--- src/rtl/mem_port_arbiter.sv ---
// mem_port_arbiter: time-multiplexes one memory port between CPU data access and instruction fetch.
module mem_port_arbiter #(
  parameter int          TIMEOUT  = 255,
  parameter logic [31:0] NOP_INST = 32'h0000_0013
) (
  input  logic        clk,
  input  logic        rst,
  input  logic [31:0] IM_addr,
  input  logic        DM_OE,
  input  logic [3:0]  DM_WEB,
  input  logic [31:0] DM_A,
  input  logic [31:0] DM_DI,
  output logic [31:0] IM_data,
  output logic [31:0] DM_DO,
  output logic        CPU_STALL,
  output logic        mem_req,
  output logic [3:0]  mem_we,
  output logic [31:0] mem_addr,
  output logic [31:0] mem_wdata,
  input  logic        mem_ready,
  input  logic [31:0] mem_rdata,
  output logic        err
);
  typedef enum logic [1:0] {IDLE, DATA, INST, DONE} state_t;
  localparam logic [7:0] LAST = 8'(TIMEOUT - 1);
  state_t      state;
  logic [31:0] im_addr_q;
  logic        rd_q;
  logic [7:0]  cnt;
  logic        expire;
  logic        hit;
  assign expire = !mem_ready && (cnt == LAST);
  assign hit = mem_ready || expire;
  // Bus outputs are registered, so each transition loads the next access onto the port.
  always_ff @(posedge clk) begin
    if (rst) begin
      state     <= IDLE;
      im_addr_q <= '0;
      rd_q      <= 1'b0;
      cnt       <= '0;
      IM_data   <= NOP_INST;
      DM_DO     <= '0;
      CPU_STALL <= 1'b1;
      mem_req   <= 1'b0;
      mem_we    <= '0;
      mem_addr  <= '0;
      mem_wdata <= '0;
      err       <= 1'b0;
    end else begin
      case (state)
        IDLE: begin
          im_addr_q <= IM_addr;
          rd_q      <= DM_OE && (DM_WEB == 4'hF);
          cnt       <= '0;
          mem_req   <= 1'b1;
          if (DM_OE || DM_WEB != 4'hF) begin
            state     <= DATA;
            mem_addr  <= DM_A;
            mem_we    <= ~DM_WEB;
            mem_wdata <= DM_DI;
          end else begin
            state     <= INST;
            mem_addr  <= IM_addr;
            mem_we    <= '0;
            mem_wdata <= '0;
          end
        end
        DATA: begin
          if (hit) begin
            if (rd_q) DM_DO <= mem_ready ? mem_rdata : '0;
            if (expire) err <= 1'b1;
            state     <= INST;
            cnt       <= '0;
            mem_addr  <= im_addr_q;
            mem_we    <= '0;
            mem_wdata <= '0;
          end else cnt <= cnt + 8'd1;
        end
        INST: begin
          if (hit) begin
            IM_data   <= mem_ready ? mem_rdata : NOP_INST;
            if (expire) err <= 1'b1;
            state     <= DONE;
            cnt       <= '0;
            CPU_STALL <= 1'b0;
            mem_req   <= 1'b0;
            mem_addr  <= '0;
          end else cnt <= cnt + 8'd1;
        end
        default: begin
          state     <= IDLE;
          CPU_STALL <= 1'b1;
        end
      endcase
    end
  end
endmodule

--- config.mk ---
export PLATFORM = sky130hd
export DESIGN_NAME = mem_port_arbiter
export DESIGN_NICKNAME = d
export VERILOG_FILES = /design/src/rtl/mem_port_arbiter.sv
export SDC_FILE = /design/constraint.sdc
export NUM_CORES = 1
export LEC_CHECK = 0
export ABC_CLOCK_PERIOD_IN_PS = 1700
export CAP_MARGIN = 20
export CORE_MARGIN = 5
export CORE_UTILIZATION = 57
export DETAILED_ROUTE_END_ITERATION = 8
export DONT_BUFFER_PORTS = 1
export HOLD_SLACK_MARGIN = 0.02
export PLACE_DENSITY = 0.77
export SKIP_CTS_REPAIR_TIMING = 1
export SYNTH_ARGS = -nofsm -noshare
export SYNTH_HDL_FRONTEND = slang
export SYNTH_SLANG_ARGS = --single-unit
--- constraint.sdc ---
create_clock -name clk -period 1.7 [get_ports clk]
set_clock_uncertainty 0.05 [all_clocks]
set_input_delay 0.085 -clock clk [delete_from_list [all_inputs] [get_ports clk]]
set_output_delay 0.085 -clock clk [all_outputs]
set_load 0.005 [all_outputs]
==> results by group <==
Run status
  – Run status: complete, but fails checks
  – Failing checks: hold timing, setup timing

Synthesis
  – Post-synth ARST share: 0%
  – Cells after Synth: 765
  – Syn avg cell area: 9.46 µm²
  – Share of the synthesized area in the top cell type: 49.3%
  – Netlist cell types: 45
  – Syn_nets: 907
  – YS warnings: 0
  – Syn Std Cell Area: 0.00723 mm²
  – Top cells by count, synth: dfxtp_1 (178), nor2_1 (83), a32o_1 (61), clkbuf_1 (56), nand2_1 (43)
  – Synthesis-stage register bit count: 178
  – Sequential area share after synthesis: 49.3%
  – Top post-synthesis cells by area: dfxtp_1 (49%), a32o_1 (8.4%), mux2i_1 (4.4%)
  – EDFF count, synth: 0
  – Synth area leader: dfxtp_1
  – Top_reg_cell synth: dfxtp_1
  – Cell with the most instances after synthesis: dfxtp_1

Clocking
  – Clock root buffer master: clkbuf_16
  – Clk pin slew, worst setup/hold paths: 0.06 ns
  – Clock Path Buffers: 2
  – CTS sink count: 178
  – CTS buffer count: 17
  – H-tree Lvls: 4
  – CTS tree: built
  – Latest clock arrival within the worst-skew pair: 0.42 ns

Floorplanning
  – Die area: 0.0150 mm²
  – Initial Utilization: 57.8%
  – Core box area: 0.0125 mm²
  – Die Ht: 123 µm
  – Die width: 123 µm
  – Cell row count: 41
  – I/O pins: 271

Pwr
  – Net Sw Power: 6900 µW
  – Switching part of the total: 37.7%
  – Register share of total power: 31.5%
  – LEAKAGE: 0.00387 µW
  – Cell-internal power: 11400 µW
  – Peak supply drop: 1430 µV
  – Combinational Power Share: 48.4%
  – Clk pwr share: 20.1%
  – Power Dens Cells: 1860 mW/mm²
  – Final Total Pwr: 18300 µW

Worst hold path
  – Hold Path Stages: 1
  – Hold path startpoint: rst
  – Worst hold path class: in -> reg
  – Worst Hold Endpoint: err

Timing
  – Final hold viol count: 80
  – Post-route clock period utilization: 102%
  – Setup ws final: -0.0315 ns
  – Pins Over Slew Limit: 0
  – Hold_ws: -0.309 ns
  – Minimum clock period: 1.73 ns
  – # setup viols final: 14
  – Slew @ Worst Pin: 0.660 ns
  – Relative slew slack: 56.0%
  – Unrepaired setup endpoints after global routing: true
  – Max Freq: 0.578 GHz

Placement
  – PortBufs: 0
  – Dpl hpwl: 13500 µm
  – Placed inst area: 0.00768 mm²
  – Gpl congestion: 0.858
  – Pre-CTS setup slack: -0.0966 ns

Route
  – Average routed wire per standard cell: 23.6 µm
  – DR DRC count: 0
  – DR iter-0 viols: 813
  – Via density: 6.55
  – DRT Wirelength: 24800 µm
  – Final ANT Viol Nets: 0
  – Drt pass-1 iters: 6
  – Routed via count: 6879

Global route
  – Vias in the first global route: 5804
  – First-pass GRT wire length: 29800 µm
  – Largest net degree at the start of global routing: 82
  – Global-route usage over all layers: 25.0%
  – Initial antenna violation count: 1
  – Global route overflow: 0

Setup path
  – Worst R2R Start: cnt[0]
  – Critical path endpoint category: flip-flop
  – Reg2Reg Depth: 7
  – RR Endpoint: state[0]
  – CP required: 1.95 ns
  – FF-to-FF setup slack: -0.03 ns
  – Crit path kind: reg -> reg
  – Startpoint types: flip-flop
  – Crit path arrival time: 1.98 ns
  – Highest fanout seen on the critical path: 9

Final layout
  – Share of cells above drive strength 1: 16.4%
  – Final #Nets: 1006
  – Area grow syn2layout: 36.0%
  – Post-layout instance area: 0.00984 mm²
  – Final core occ: 78.6%

Flow run
  – Max Cap Viol: 0
through the flow:
step | setup TNS (ns) | std cells | hold slack, ns
floorplan | -0.974 | 765 | 0.154
global placement | 0 | 899 | 0.121
detailed placement | -1.56 | 899 | 0.124
CTS | -2.86 | 931 | -0.319
global route | -3.64 | 1050 | -0.329
finish | -0.223 | 1050 | -0.309
state kept, by name, summed over array words and instances, names as in the netlist:
signal	count
CPU_STALL	1
mem_wdata	32
DM_DO	32
mem_addr	32
rd_q	1
im_addr_q	32
mem_we	4
state	2
IM_data	32
mem_req	1
err	1
cnt	8
routing by layer:
metal	share of wire [%]	wire length [µm]	GRT usage, %	vias up
met5	0	0	0	-
met4	3.9	969	8.40	0
met3	11	2690	8.94	102
met2	49	12300	42.1	472
met1	36	8890	29.5	3253
li1	-	-	-	3052
cell families (layout without fill, tap and decap cells):
kind of cell               after synthesis  in the layout  share of synthesized area (%)
AOI/OAI and AO/OA                      247            247                           26.2
xor gates and xnor gates                 6              6                          0.727
adders and majority gates                6              6                           1.04
buffers and inverters                   89            201                           5.21
DFF                                    178            178                           49.3
muxes                                   32             32                           4.43
other                                    0              1                              0
and+or+nand+nor                        207            207                           13.2
area by class of cell:
| class | count | area [µm²] |
|---|---|---|
| clock inverter | 12 | 106 |
| inverter | 7 | 28.8 |
| timing repair buffer | 162 | 1970 |
| antenna | 1 | 2.50 |
| clock buffer | 20 | 447 |
| fill | 758 | 2680 |
| tap | 172 | 215 |
| multi-input combinational | 498 | 3500 |
| sequential | 178 | 3570 |
cell usage in the layout (no fill, tap or decap), types with 2 or more instances in the layout:
cell type and count:
dfxtp_2 2, o22a_1 3, a211oi_1 31, clkbuf_16 27
o211ai_1 32, nand2_1 43, buf_8 4, xor2_1 5
a22oi_1 18, dfxtp_1 175, a21oi_2 2, buf_6 10
a22oi_2 14, ha_4 4, inv_6 4, clkbuf_1 2
buf_12 20, a21oi_1 38, a32o_1 60, a21oi_4 2
ha_1 2, dlygate4sd3_1 95, mux2i_1 32, o21ai_1 26
inv_1 3, nor2_1 81, and4_4 2, buf_4 22
a31oi_1 2, inv_2 3, clkinv_2 5, nand3_1 34
and3_1 33, o21ai_0 5
power groups by stage:
stage / sequential [µW] / clock [µW] / combinational, µW
floorplan: 5570 / 0 / 4260
global placement: 5760 / 0 / 6010
detailed placement: 5790 / 0 / 6280
CTS: 5710 / 3710 / 6310
global route: 5860 / 3940 / 9430
finish: 5770 / 3690 / 8860
critical path: stages, from the launching register on:
cell and delay [ns]:
dfxtp_2 0.33, inv_2 0.05, ha_4 0.15, and3_4 0.20, a211oi_4 0.28, buf_12 0.19
a31oi_1 0.05, a221oi_1 0.30
how the worst max path moves through the flow:
| stage | from | endpoint | slack, ns | cells past startpoint |
|---|---|---|---|---|
| 2_1_floorplan | state[1] | mem_wdata[15] | -0.05 | 7 |
| 6_report | cnt[0] | state[0] | -0.03 | 7 |
| 4_1_cts | state[1] | mem_addr[26] | -0.10 | 7 |
| 3_5_place_dp | state[1] | mem_addr[26] | -0.1 | 7 |
| 5_1_grt | cnt[0] | DM_DO[15] | -0.09 | 7 |
| 3_3_place_gp | cnt[0] | mem_addr[27] | 0.01 | 7 |
(Power assumes the default switching activity.)
